`src/rtl/axis_rr_arbiter_pkg.sv`:
```
// Shared definitions for the AXI4-Stream round-robin arbiter family.
//   arb_state_t  : arbiter FSM encoding (idle / locked to one packet)
//   AXIS_DATA_W  : default stream data width
//   arb_clog2    : index width helper, never narrower than one bit
package axis_rr_arbiter_pkg;

  typedef enum logic {
    ST_IDLE   = 1'b0,
    ST_LOCKED = 1'b1
  } arb_state_t;

  localparam int AXIS_DATA_W = 8;

  // A one-bit index is still needed for two sources, so the result is
  // clamped to at least 1.
  function automatic int arb_clog2(input int value);
    int result;
    result = 1;
    while ((1 << result) < value) result++;
    return result;
  endfunction

endpackage

```
`src/rtl/axis_rr_arbiter_rr_pick.sv`:
```
// rr_pick: combinational round-robin priority encoder.
// Ports:
//   req      [N_SRC-1:0] : request vector
//   last_ptr [IDX_W-1:0] : most recently served index
//   winner   [IDX_W-1:0] : first set request searching upward from last_ptr+1
//   any_req              : at least one request present
module rr_pick
  import axis_rr_arbiter_pkg::*;
#(
  parameter int N_SRC = 4,
  localparam int IDX_W = arb_clog2(N_SRC)
) (
  input  logic [N_SRC-1:0] req,
  input  logic [IDX_W-1:0] last_ptr,
  output logic [IDX_W-1:0] winner,
  output logic             any_req
);

  logic             found;
  logic [IDX_W-1:0] cand;

  // Walk the candidates starting just after the last served source; the
  // last one visited is last_ptr itself, so it only wins when alone.
  always_comb begin
    winner = '0;
    found  = 1'b0;
    cand   = '0;
    for (int k = 1; k <= N_SRC; k++) begin
      cand = IDX_W'((int'(last_ptr) + k) % N_SRC);
      if (!found && req[cand]) begin
        winner = cand;
        found  = 1'b1;
      end
    end
  end

  assign any_req = |req;

endmodule

```
`src/rtl/axis_rr_arbiter.sv`:
```
// axis_rr_arbiter: per-packet round-robin N:1 AXI4-Stream arbiter with a
// zero-latency grant-controlled mux.
// Ports:
//   clk, resetn           : clock, asynchronous active-low reset
//   s_tdata/tvalid/tlast  : flattened source streams (source i at i*DATA_W)
//   s_tready              : per-source ready, only the granted source sees m_tready
//   m_tdata/tvalid/tlast  : shared downstream stream, m_tready its ready
//   grant_idx             : current or most recently granted source
//   busy                  : high while a packet holds the grant
// Optional: define AXIS_ARB_TID_EN to add m_tid (source id of the
// packet in flight, 0 when idle).
module axis_rr_arbiter
  import axis_rr_arbiter_pkg::*;
#(
  parameter int N_SRC = 4,
  parameter int DATA_W = AXIS_DATA_W,
  localparam int IDX_W = arb_clog2(N_SRC)
) (
  input  logic                    clk,
  input  logic                    resetn,
  input  logic [N_SRC*DATA_W-1:0] s_tdata,
  input  logic [N_SRC-1:0]        s_tvalid,
  input  logic [N_SRC-1:0]        s_tlast,
  output logic [N_SRC-1:0]        s_tready,
  output logic [DATA_W-1:0]       m_tdata,
  output logic                    m_tvalid,
  output logic                    m_tlast,
  input  logic                    m_tready,
`ifdef AXIS_ARB_TID_EN
  output logic [IDX_W-1:0]        m_tid,
`endif
  output logic [IDX_W-1:0]        grant_idx,
  output logic                    busy
);

  arb_state_t       state, next_state;
  logic [IDX_W-1:0] last_ptr, next_last_ptr, next_grant;
  logic [IDX_W-1:0] winner;
  logic             any_req;
  logic [DATA_W-1:0] src_data [N_SRC];

  for (genvar i = 0; i < N_SRC; i++) begin : g_unpack
    assign src_data[i] = s_tdata[i*DATA_W +: DATA_W];
  end

  rr_pick #(
    .N_SRC (N_SRC)
  ) u_pick (
    .req      (s_tvalid),
    .last_ptr (last_ptr),
    .winner   (winner),
    .any_req  (any_req)
  );

  // Reset forces IDLE immediately, which in turn closes the mux below in
  // the same cycle, so outputs drop with no clock needed.
  always_ff @(posedge clk or negedge resetn) begin
    if (!resetn) begin
      state     <= ST_IDLE;
      grant_idx <= '0;
      last_ptr  <= IDX_W'(N_SRC - 1);
    end else begin
      state     <= next_state;
      grant_idx <= next_grant;
      last_ptr  <= next_last_ptr;
    end
  end

  // Datapath mux: only the locked source is connected. m_tvalid depends
  // on state and s_tvalid only, never on m_tready.
  always_comb begin
    m_tdata  = '0;
    m_tvalid = 1'b0;
    m_tlast  = 1'b0;
    s_tready = '0;
    if (state == ST_LOCKED) begin
      m_tdata             = src_data[grant_idx];
      m_tvalid            = s_tvalid[grant_idx];
      m_tlast             = s_tlast[grant_idx];
      s_tready[grant_idx] = m_tready;
    end
  end

  // Grant is taken in IDLE and released only by a completed tlast beat;
  // stalls and competing requests leave it untouched.
  always_comb begin
    next_state    = state;
    next_grant    = grant_idx;
    next_last_ptr = last_ptr;
    case (state)
      ST_IDLE: begin
        if (any_req) begin
          next_grant = winner;
          next_state = ST_LOCKED;
        end
      end
      ST_LOCKED: begin
        if (m_tvalid && m_tready && m_tlast) begin
          next_last_ptr = grant_idx;
          next_state    = ST_IDLE;
        end
      end
      default: next_state = ST_IDLE;
    endcase
  end

  assign busy = (state == ST_LOCKED);

`ifdef AXIS_ARB_TID_EN
  assign m_tid = (state == ST_LOCKED) ? grant_idx : '0;
`endif

endmodule

```
`config.mk`:
```
export PLATFORM = sky130hd
export DESIGN_NAME = axis_rr_arbiter
export DESIGN_NICKNAME = d
export VERILOG_FILES = /design/src/rtl/axis_rr_arbiter_pkg.sv /design/src/rtl/axis_rr_arbiter_rr_pick.sv /design/src/rtl/axis_rr_arbiter.sv
export SDC_FILE = /design/constraint.sdc
export NUM_CORES = 1
export LEC_CHECK = 0
export CORE_ASPECT_RATIO = 1.2
export CORE_MARGIN = 5
export CORE_UTILIZATION = 26
export DETAILED_ROUTE_END_ITERATION = 12
export PLACE_DENSITY_LB_ADDON = 0.12
export SYNTH_ARGS = -nofsm -noshare
export SYNTH_HDL_FRONTEND = slang
export SYNTH_SLANG_ARGS = --single-unit
```
`constraint.sdc`:
```
create_clock -name clk -period 1.65 [get_ports clk]
set_clock_uncertainty 0.05 [all_clocks]
set_input_delay 0.33 -clock clk [delete_from_list [all_inputs] [get_ports clk]]
set_output_delay 0.33 -clock clk [all_outputs]
set_load 0.01 [all_outputs]
```
== Word-level counts from Yosys, hierarchy flattened ==
Cells that the tools add are included.

* Register bits after elaboration: 5
* Input port bits: 43
* Word-level logic and storage cells: 60
* Output and inout port bits: 17

* Reductions and logical operators: 12
* Order comparisons: 7
* Bitwise gates (word level): 3
* Muxes and demuxes: 31
* $add $sub $neg: 4

{| class="wikitable"
|+ Operators by type and width
! cell !! number
|-
| 8-bit 2-to-1 mux || 3
|-
| 8-bit binary-select mux with 2-bit select || 1
|-
| 2-bit by 3-bit less-than comparator with 1-bit output, second input constant || 5
|-
| 1-bit 2-to-1 mux || 14
|-
| 1-bit binary-select mux with 2-bit select || 6
|-
| 2-bit 2-to-1 mux || 4
|-
| 1-bit logical AND || 6
|-
| 2-bit by 1-bit adder with 2-bit output, second input constant || 2
|-
| 2-bit adder, second input constant || 2
|-
| 4-bit bitwise AND || 1
|-
| 4-bit 2-to-1 mux || 1
|-
| 2-bit AND reduction || 2
|-
| 4-bit OR reduction || 1
|-
| 3-bit >= comparator, second input constant || 1
|-
| 1-bit logical NOT || 3
|-
| 2-bit inverter with 3-bit output || 1
|-
| 1-bit demux with 2-bit select || 1
|-
| 2-bit by 1-bit >= comparator with 1-bit output, second input constant || 1
|-
| 1-bit case mux with 2 select lines || 1
|-
| 1-bit inverter || 1
|}

== Longest topological paths before layout ==
* Depth after elaboration: 13
* Depth in mapped cells: 5
* Depth with buffers taken out: 4

== Modules after synthesis ==
Synthesis repeated with hierarchy kept, for this count alone.

* Cell total of the unflattened synthesis: 58
* Area, all modules: 673.1 um^2

{| class="wikitable"
|+ Modules (own cells, without submodules)
! module !! area an instance (um^2) !! cells an instance !! sequential area each (um^2) !! times used
|-
| axis_rr_arbiter || 591.8 || 44 || 127.6 || 1
|-
| rr_pick || 81.3 || 14 || 0.0 || 1
|}

== Worst setup path before layout ==
No wires, ideal clock.

* Path kind: register to output
* From: reg grant_idx[0]
* To: out m_tdata[0]
* Arrival time: 1.469 ns
* Slack: -0.199 ns
* Data required time: 1.270 ns
* Cell stages (with the launch flop): 5
* Path buffers: 2
* Cells stage by stage: dfrtp_1 buf_4 buf_2 mux4_2 and2_1

* Word-level cells in the longest chain between the ends: 5

{| class="wikitable"
|+ Ends and longest elaborated chain
! item !! RTL line !! source
|-
| from (decl) || axis_rr_arbiter.sv:32 || <nowiki>output logic [IDX_W-1:0] grant_idx,</nowiki>
|-
| from (signal assigned) || axis_rr_arbiter.sv:64 || <nowiki>grant_idx <= next_grant;</nowiki>
|-
| 2-bit inverter with 3-bit output (implied by the code) || axis_rr_arbiter.sv:77 || <nowiki>m_tdata = src_data[grant_idx];</nowiki>
|-
| 8-bit binary-select mux with 2-bit select || axis_rr_arbiter.sv:77 ||
|-
| 8-bit 2-to-1 mux (implied by the code) (2 in series) || axis_rr_arbiter.sv:77 ||
|-
| 8-bit 2-to-1 mux || axis_rr_arbiter.sv:76 || <nowiki>if (state == ST_LOCKED) begin</nowiki>
|-
| to (decl) || axis_rr_arbiter.sv:25 || <nowiki>output logic [DATA_W-1:0] m_tdata,</nowiki>
|}

Every way passes these cells. The select of a mux whose other input is x is not followed.

== Final worst setup path ==
* From: reg grant_idx[0]
* To: out m_tlast

* Word-level cells in the longest chain between the ends: 3

{| class="wikitable"
|+ Ends and longest elaborated chain
! item !! RTL line !! source
|-
| 1-bit binary-select mux with 2-bit select || axis_rr_arbiter.sv:79 || <nowiki>m_tlast = s_tlast[grant_idx];</nowiki>
|-
| 1-bit 2-to-1 mux (implied by the code) || axis_rr_arbiter.sv:79 ||
|-
| 1-bit 2-to-1 mux || axis_rr_arbiter.sv:76 ||
|-
| to (decl) || axis_rr_arbiter.sv:27 || <nowiki>output logic m_tlast,</nowiki>
|}

Every way passes these cells. The select of a mux whose other input is x is not followed.

==> metrics.md <==
| Metric | Value |
|---|---|
| Run status | complete, but fails checks |
| Failing checks | setup timing |
| Crit end category | output port |
| Crit-path max FO | 4 |
| Dpl ws | -0.663 ns |
| Root Driver | clkbuf_4 |
| Worst slew margin | 74.0% |
| H-tree depth | 1 |
| Post-DP HPWL | 1.97 mm |
| Largest family of logic cells by synthesized area | multiplexers |
| Crit path kind | reg2out |
| Max Cap Viol | 0 |
| Worst-path clk slew | 0.05 ns |
| CTS tree | yes |
| PD cells | 1460 nW/µm² |
| Die Y | 63.5 µm |
| Final period util | 122% |
| Startpoint Class | flop |
| Multiplexer share of the synthesized area | 42.2% |
| Syn_area_per_cell | 10.5 µm² |
| Syn nets | 102 |
| Grt ovf | 0 |
| Leakage | 0.649 nW |
| XOR/XNOR Fraction of Synth Area | 0% |
| R2r worst-path depth | 8 |
| Async SR Flop Fraction | 100% |
| First-pass GRT wire length | 3.97 mm |
| Final min period | 2.01 ns |
| Number of global-route vias before repair | 851 |
| Die width | 54.6 µm |
| Cts hold-fix bufs | 0 |
| I/O Buffers | 59 |
| Peak Freq | 498 MHz |
| Slew of the pin with the lowest slew margin | 0.387 ns |
| Post-synth top flop | dfrtp_1 |
| Share of cells above drive strength 1 | 48.6% |
| Row cnt | 19 |
| Fillers | 192 |
| Synth Instances | 59 |
| Max incr delay on CP | 0.50 ns |
| Clk_lat worst skew | 0.25 ns |
| IO Count | 60 |
| Initial antenna violation count | 0 |
| 1st-pass router iterations | 4 |
| Post-Synth Adder-Cell Area | 0% |
| Layout overhead on the synthesized area | 139% |
| RSZ-0062 raised after global routing | true |
| Sink Count | 5 |
| Core Footprint | 2280 µm² |
| Seq/Total Area, Yosys | 20.6% |
| DR WL/cell | 14.7 µm |
| Worst setup margin | -0.358 ns |
| Post-route DRC | 0 |
| DIE AREA | 3460 µm² |
| Starting Density | 27.1% |
| CP Cell Sequence | buf_6 > buf_6 > mux4_2 > and2_1 > buf_2 |
| Final std cell area, no fill | 1480 µm² |
| RD Place Congestion | 0.739 |
| Synth Area in Simple Gates | 22.4% |
| Largest net degree at the start of global routing | 15 |
| Synth unique cells | 26 |
| WP data arrival | 1.63 ns |
| Syn Std Cell Area | 619 µm² |
| Antenna-violating nets left | 0 |
| Slew Limit Fails | 0 |
| EDFF count, synth | 0 |
| Tightest Hold Check Type | in2async |
| Fin. Hold Viols | 0 |
| WL final | 2.55 mm |
| Final setup fails | 17 |
| CP most frequent cell | buf_6 |
| CTS buffer count | 3 |
| Maximum clock insertion buffer count | 2 |
| Ys Warns | 0 |
| Initial DRC count | 7 |
| Req. time, crit path | 1.27 ns |
| Synth Register Bits | 5 |
| Vias/cell | 4.68 |
| Via count | 809 |
| Slowest stage cell, crit path | mux4_2 |
| Ant diodes | 0 |
| Compound-Gate Fraction of Synth Area | 9.70% |
| Fin nets | 186 |
| Maximum VDD drop | 0.000895 V |
| Total global-route track usage | 15.4% |
| Dpl cell area | 1360 µm² |
## worst paths after layout
path                                          startpoint                        to  slack [ns]
worst max-delay path            grant_idx[0]$_DFFE_PN0P_                   m_tlast       -0.36
worst min-delay path                              resetn  grant_idx[0]$_DFFE_PN0P_        0.24
worst max register to register  grant_idx[0]$_DFFE_PN0P_   last_ptr[0]$_DFFE_PN1P_       -0.34
worst min register to register            busy$_DFF_PN0_            busy$_DFF_PN0_        0.57
max in group asynchronous                         resetn   last_ptr[0]$_DFFE_PN1P_        1.05
min in group clk                          busy$_DFF_PN0_            busy$_DFF_PN0_        0.57
## stage by stage
| step | hold WS (ns) | cells | power (mW) | util, % | TNS (ns) |
|---|---|---|---|---|---|
| 2_1_floorplan | -0.0156 | 59 | 1.08 | - | -0.370 |
| 3_3_place_gp | 0.509 | 160 | 1.78 | 59.5 | -8.21 |
| 3_5_place_dp | 0.510 | 160 | 1.79 | 59.5 | -8.48 |
| 4_1_cts | 0.235 | 170 | 2.10 | 63.0 | -4.13 |
| 5_1_grt | 0.242 | 173 | 2.32 | 64.7 | -5.72 |
| 6_report | 0.243 | 173 | 2.16 | 64.7 | -4.50 |
## per-layer routing
| metal | up-vias | wire, µm | track usage [%] |
|---|---|---|---|
| li1 | 391 | - | - |
| met1 | 383 | 959 | 17.3 |
| met2 | 30 | 1380 | 27.1 |
| met3 | 5 | 175 | 3.30 |
| met4 | 0 | 32 | 5.61 |
| met5 | - | 0 | 0 |
## cell usage after synthesis, types with 2 or more instances
master     n  share of area [%]
a21oi_1    2                1.6
and2_1    11                 11
clkbuf_1   2                1.2
dfrtp_1    3                 12
dfstp_2    2                8.5
inv_1      3                1.8
mux2_1     2                3.6
mux4_2     9                 33
nand2_1    3                1.8
nor2_1     4                2.4
nor3_1     2                1.6
o21ai_0    2                1.6
## final cells by class
| cell class | instances | area (µm²) | share of cell area (%) |
|---|---|---|---|
| inverters | 3 | 11.3 | 0.762 |
| flip-flops and latches | 5 | 129 | 8.72 |
| repair buffers | 83 | 759 | 51.4 |
| multi-input cells | 47 | 513 | 34.7 |
| well taps | 31 | 38.8 | 2.62 |
| clock buffers | 4 | 26.3 | 1.78 |
## what timing repair did
| item | 4_1_cts | 5_1_grt |
|---|---|---|
| buffers inserted | 6 | 4 |
| cloned | 0 | 0 |
| pin swaps | 13 | 1 |
| resized for setup | 83 | 4 |
| endpoints found under the setup margin | 20 | 17 |
## sequential cells by signal (all words and copies together), names as in the netlist
name       flops
busy           1
grant_idx      2
last_ptr       2
## kinds of logic (layout without fill, tap and decap cells)
kind of cell | after synthesis | count (layout)
compound gates | 9 | 9
buf+inv | 7 | 90
flops | 5 | 5
mux | 13 | 13
simple gates | 25 | 25
## worst max-delay path: cells and delay by family, from the launching register on
family	cells	cell delay, ns
and+or+nand+nor	1	0.15
buffers and inverters	3	0.36
DFF	1	0.37
muxes	1	0.50
## cell usage in the layout (no fill, tap or decap), types with 3 or more instances in the layout
cell / count
clkdlybuf4s50_1: 38
buf_4: 16
buf_6: 14
mux4_2: 10
buf_2: 8
and2_4: 7
dlygate4sd2_1: 7
nor2_1: 4
and2_1: 4
inv_1: 3
clkbuf_4: 3
## report_power, final
| part | internal (mW) | switching (mW) |
|---|---|---|
| registers | 0.201 | 0.0600 |
| logic | 1.10 | 0.647 |
| clock network | 0.0920 | 0.0591 |
Power figures use the tool's default switching activity.
==> RTL change 1, RTL diff (config.mk and constraints unchanged) <==
`AXIS_DATA_W`: 8 -> 12.
--- a/src/rtl/axis_rr_arbiter_pkg.sv
+++ b/src/rtl/axis_rr_arbiter_pkg.sv
@@ -9,7 +9,7 @@
     ST_LOCKED = 1'b1
   } arb_state_t;
 
-  localparam int AXIS_DATA_W = 8;
+  localparam int AXIS_DATA_W = 12;
 
   // A one-bit index is still needed for two sources, so the result is
   // clamped to at least 1.
Ports: changed (resized m_tdata and s_tdata); port bits go from 60 to 80. The function was not compared with the original's and may differ.
==> RTL change 1 against the unedited design <==
Total power increased by 28%; synthesized cell count is 17% higher; worst setup slack lost 0.0089 ns; critical path depth did not move; fmax shrank 0.44%; the run still ends with negative setup slack left; register-to-register slack improved by 0.16 ns; sequential share of layout area down 1.8 points; count of clock-buffer cells in the layout unchanged; cell area up 28%; core utilization increased by 1.9 points; synthesized area rose by 26%; sequential cell count is the same; highest routed layer unchanged; first-iteration DRC count grew to 4.3 times the old value; routed wire length increased by 32%.
==> RTL change 1: results (changes against the unedited design) <==
Parameter                              Value

Run status
  Status    complete, but fails checks
  Violations in the final reports    negative setup slack

Placement
  Total instance count after detailed placement    193 (+21%)
  Placement-stage cell area    1730 um^2 (+28%)
  Routability-driven placement congestion ratio    0.745 (+0.72%)
  Count of buffers from port buffering    79 (+34%)
  DP Wirelength    2.77 mm (+41%)

GRT
  Overall global routing resource usage    0.163 (+0.00923)
  Maximum number of pins on one net before global-route repair    10 (-5)
  Global-route wire length before repair    5.32 mm (+34%)
  Antenna violations before repair    0 (unchanged)
  Via count of the first global-routing pass    1110 (+30%)

Logic synthesis
  Mean cell area of the mapped netlist    11.3 um^2 (+7.6%)
  Cell types with the largest area share after synthesis    mux4_2 (32%), and2_1 (11%), mux4_1 (10%), dfrtp_1 (9.6%), dfstp_2 (6.7%)
  Ranking of synthesized cells by instance count    and2_1 (14), mux4_2 (11), nor2_1 (4)
  Synthesis warning total    0 (unchanged)
  Proportion of synthesized chip area in sequential cells    0.164 (-0.0423)
  Predominant post-synthesis flop cell    dfrtp_1
  Total nets after synthesis    128 (+25%)
  Number of different library cells in the post-synthesis netlist    27 (+3.8%)
  Async set-reset flop share out of synthesis    1.00 (unchanged)

Clock network
  Clk Latency, worst-skew pair    0.25 ns (about the same)
  Maximum clock insertion buffer count    2 (unchanged)
  H-tree levels    1 (unchanged)
  Master cell of the clock root buffer    clkbuf_4
  Inserted Clock Buffers    3 (unchanged)
  Clk pin slew, worst setup/hold paths    0.05 ns (about the same)

Critical path
  Type of destination of the critical path    primary output
  CP Max Fanout    4 (unchanged)
  Critical Path AT    1.64 ns
  Endpoint of the worst-slack reg-to-reg timing path    last_ptr[0]$_DFFE_PN1P_
  Reg2reg setup slack    -0.18 ns (+0.16 ns)
  Worst reg-to-reg path cell count    6 (-2)
  Critical R2R Launch    grant_idx[0]$_DFFE_PN0P_

Worst hold path
  Path category of the worst min-delay check    in -> async

Final layout
  Final cell count without fillers    203 (+17%)
  Net total in the final layout    229 (+23%)
  Layout fillers    242 (+26%)
  Fraction of final layout cells sized beyond drive strength 1    0.521 (+0.0348)
  Fraction of the core area covered by cells at the end of the flow    0.666 (+0.0187)
  Antenna Diode Count    0 (unchanged)

Drt
  Total vias in the final route    998 (+23%)
  TritonRoute pass-1 iters    4 (unchanged)
  Starting DRT DRC Count    30 (+23)
  Final WL    3.37 mm (+32%)

Pwr
  Peak supply drop    1100 uV (+23%)
  Static Leak    0.804 nW (+24%)

Timing
  Slew Limit Headroom    0.834 (+0.0949)
  Worst hold slack    0.248 ns (+0.00540 ns)
  Setup TNS    -4.90 ns (-0.396 ns)
  Setup-violating endpoint count in the final report    20 (+3)
  Slack of the critical path    -0.367 ns (-0.00891 ns)
RTL change 1: cell count changes in the layout (fill, tap and decap cells not counted), moves of 3 or more:
cell | before | now
and2_4 | 7 | 13
buf_12 | 0 | 3
buf_4 | 16 | 13
buf_6 | 14 | 20
clkdlybuf4s50_1 | 38 | 57
dlygate4sd2_1 | 7 | 2
mux4_2 | 10 | 14
nor2_1 | 4 | 1
nor2_2 | 0 | 3
RTL change 1: layout make-up:
class / count / share of cell area
clock buffers: 4 / 0.0139
inverters: 3 / 0.00596
flip-flops and latches: 5 / 0.0688
well taps: 34 / 0.0225
multi-input cells: 55 / 0.353
repair buffers: 102 / 0.536
RTL change 1: kinds of logic (layout without fill, tap and decap cells):
group,count (synthesis),in the layout,synth area share
muxes,17,17,0.470
AOI/OAI and AO/OA,9,9,0.0771
buffers and inverters,9,109,0.0658
and+or+nand+nor,29,29,0.223
DFF,5,5,0.164
RTL change 1: how the worst max path moves through the flow:
stage / to / startpoint / slack [ns] / cells after the start
2_1_floorplan: m_tdata[10] / grant_idx[0]$_DFFE_PN0P_ / -0.09 / 4
3_3_place_gp: m_tlast / s_tlast[3] / -0.59 / 4
3_5_place_dp: m_tdata[9] / s_tdata[21] / -0.63 / 4
4_1_cts: m_tdata[3] / grant_idx[0]$_DFFE_PN0P_ / -0.40 / 5
5_1_grt: m_tdata[10] / grant_idx[0]$_DFFE_PN0P_ / -0.43 / 5
6_report: m_tdata[9] / grant_idx[0]$_DFFE_PN0P_ / -0.37 / 5
RTL change 1: timing repair:
action,in CTS,in global routing
gates cloned,1,0
pin swaps,17,8
endpoints found under the setup margin,24,24
setup buffers,9,1
resized for setup,110,14
RTL change 1: worst max-delay path, cell delays in order (launching register included):
cell	delay, ns
dfrtp_2	0.42
buf_12	0.13
buf_12	0.09
mux4_2	0.48
and2_4	0.15
buf_6	0.11
RTL change 1: where the power goes:
part	internal [W]	total (W)	switching, W
Sequential	0.000203	0.000296	0.0000927
Combinational	0.00152	0.00232	0.000801
Clock	0.0000916	0.000144	0.0000522
RTL change 1: per-stage QoR:
stage               worst slack [ns]  power (W)
floorplan                    -0.0904    0.00138
finish                        -0.367    0.00276
detailed placement            -0.628    0.00231
CTS                           -0.398    0.00281
global placement              -0.590    0.00228
global route                  -0.425    0.00295
RTL change 1: routing by layer:
layer  GRT usage  part of all wire  vias up
met5           0                 0        -
li1            -                 -      464
met2       0.319              0.58       48
met1       0.171              0.33      484
met3      0.0387             0.087        2
met4      0.0222            0.0030        0
==> RTL change 2, RTL diff (config.mk and constraints unchanged) <==
Made on the original files. Reset style: synchronous (`resetn`), changed in one clocked block. Comments in the files are not updated.
--- a/src/rtl/axis_rr_arbiter.sv
+++ b/src/rtl/axis_rr_arbiter.sv
@@ -54,7 +54,7 @@
 
   // Reset forces IDLE immediately, which in turn closes the mux below in
   // the same cycle, so outputs drop with no clock needed.
-  always_ff @(posedge clk or negedge resetn) begin
+  always_ff @(posedge clk) begin
     if (!resetn) begin
       state     <= ST_IDLE;
       grant_idx <= '0;
Behaviour: differs if resetn is asserted again (counterexample within 4 cycles, from zero or initial values and one cycle with resetn low); with resetn held inactive, the same outputs for 10 cycles.
==> RTL change 2 against the unedited design <==
The flow still finishes with violations (negative setup slack); synthesized cell count grew 17%; worst setup slack gained 0.11 ns; synthesized area grew 2.4%; critical path depth shrank 1; sequential share of layout area shrank 1.7 points; routed wire length shrank 0.43%; fmax grew 5.8%; cell area grew 3.2%; non-clock buffer count shrank 1; sequential cell count is the same; hold slack gained 0.25 ns.
Power is not compared: it rests on default switching activity, and its combinational part moved more than twofold at a synthesized area within 25%.
==> RTL change 2: results (changes against the unedited design) <==
Parameter                              Value

Clock network
  H-tree levels    1 (unchanged)
  Maximum clock insertion buffer count    2 (unchanged)
  Inserted Clock Buffers    3 (unchanged)
  Clk pin slew, worst setup/hold paths    0.05 ns (about the same)
  Master cell of the clock root buffer    clkbuf_4
  Clk Latency, worst-skew pair    0.24 ns

Placement
  Total instance count after detailed placement    173 (+8.1%)
  Routability-driven placement congestion ratio    0.784 (+6.1%)
  DP Wirelength    2.09 mm (+6.0%)
  Count of buffers from port buffering    59 (unchanged)

Critical path
  Worst reg-to-reg path cell count    7 (-1)
  Critical R2R Launch    grant_idx[0]$_SDFFE_PN0P_
  Endpoint of the worst-slack reg-to-reg timing path    last_ptr[0]$_SDFFE_PN1P_
  Reg2reg setup slack    -0.17 ns (+0.17 ns)
  CP Max Fanout    8 (+4)
  Critical Path AT    1.52 ns (-0.11 ns)

Logic synthesis
  Async set-reset flop share out of synthesis    0 (-1.00)
  Number of cells produced by synthesis    69 (+17%)
  Ranking of synthesized cells by instance count    and2_1 (10), mux4_2 (6), nand2_1 (6), nor2_1 (6)
  Number of different library cells in the post-synthesis netlist    27 (+3.8%)
  Total nets after synthesis    112 (+9.8%)
  Count of flip-flops with a built-in enable after synthesis    0 (unchanged)
  Cell types with the largest area share after synthesis    mux4_2 (21%), dfxtp_1 (16%), mux4_1 (12%), and2_1 (9.9%), mux2i_1 (4.7%)
  Predominant post-synthesis flop cell    dfxtp_1
  Synthesis warning total    0 (unchanged)
  Proportion of synthesized chip area in sequential cells    0.158 (-0.0483)

Final layout
  Net total in the final layout    195 (+4.8%)
  Layout fillers    215 (+12%)
  Fraction of final layout cells sized beyond drive strength 1    0.444 (-0.0422)
  Antenna Diode Count    0 (unchanged)

Worst hold path
  Worst Hold End    last_ptr[0]$_SDFFE_PN1P_
  Beginning of the worst hold path    last_ptr[0]$_SDFFE_PN1P_
  Path category of the worst min-delay check    reg -> reg
  Hold-critical path depth    2

Timing
  Slack of the critical path    -0.248 ns (+0.110 ns)
  Pin slew with the least headroom to its limit    0.266 ns (-0.121 ns)
  Number of max-slew violations in the final report    0 (unchanged)
  Worst hold slack    0.493 ns (+0.250 ns)
  Setup-violating endpoint count in the final report    13 (-4)

Drt
  Total vias in the final route    861 (+6.4%)
  Per-cell routed wire length    13.9 um (-5.4%)
  TritonRoute pass-1 iters    4 (unchanged)
  Starting DRT DRC Count    18 (+11)
  Final WL    2.54 mm (-0.43%)

Pwr
  Static Leak    0.658 nW
  Peak supply drop    606 uV

Run status
  Status    complete, but fails checks
  Violations in the final reports    negative setup slack

GRT
  Global-route wire length before repair    3.88 mm (-2.4%)
  Antenna violations before repair    0 (unchanged)
  Maximum number of pins on one net before global-route repair    10 (-5)
  Overall global routing resource usage    0.147 (-0.00732)
## RTL change 2: how the worst max path moves through the flow
| stage | end | startpoint | slack [ns] |
|---|---|---|---|
| after detailed placement | m_tlast | s_tlast[3] | -0.58 |
| final | m_tlast | grant_idx[0]$_SDFFE_PN0P_ | -0.25 |
| after global routing | m_tlast | grant_idx[0]$_SDFFE_PN0P_ | -0.31 |
| after global placement | m_tlast | s_tlast[3] | -0.60 |
| after floorplan | m_tdata[0] | grant_idx[0]$_SDFFE_PN0P_ | 0.0002 |
| after CTS | m_tlast | grant_idx[0]$_SDFFE_PN0P_ | -0.28 |
## RTL change 2: layout make-up
type | instances | share of cell area
Timing Repair Buffer | 82 | 0.521
Sequential cell | 5 | 0.0705
Inverter | 5 | 0.0123
Tap cell | 31 | 0.0254
Multi-Input combinational cell | 55 | 0.354
Clock buffer | 4 | 0.0172
## RTL change 2: power breakdown
part / internal, W / leakage, nW / total (W) / switching (W)
combinational: 0.000410 / 0.601 / 0.000615 / 0.000205
clock: 0.0000915 / 0.0150 / 0.000142 / 0.0000508
sequential: 0.000136 / 0.0426 / 0.000155 / 0.0000184
total: 0.000638 / 0.658 / 0.000912 / 0.000274
## RTL change 2: kinds of logic after synthesis
kind of cell           after synthesis  synth area share
AND/OR/NAND/NOR                     28             0.231
buffers and inverters                9            0.0670
multiplexers                        12             0.385
flip-flops                           5             0.158
AO/OA/AOI/OAI                       15             0.160
## RTL change 2: worst max-delay path: stages (launching register included)
cell and delay, ns:
dfxtp_4 0.36, buf_12 0.13, mux4_2 0.52, and2_4 0.16, buf_6 0.11
## RTL change 2: layer usage
layer | up-vias | global-route usage | wire, um
li1 | 422 | - | -
met5 | - | 0 | 0
met2 | 36 | 0.262 | 1260
met1 | 403 | 0.161 | 988
met3 | 0 | 0.0535 | 286
met4 | 0 | 0.0274 | 0
## RTL change 2: stage by stage
stage               TNS [ns]  total power (W)  area (um^2)  worst slack [ns]
floorplan                  0         0.000399          658          0.000188
detailed placement     -7.64         0.000705         1400            -0.584
global placement       -7.44         0.000695         1400            -0.597
CTS                    -2.72         0.000881         1470            -0.279
global route           -3.26         0.000984         1530            -0.310
finish                 -2.40         0.000912         1530            -0.248
## RTL change 2: what timing repair did
item,4_1_cts,5_1_grt
pin swaps,11,4
buffers inserted,4,2
endpoints found under the setup margin,20,17
resized for setup,77,15
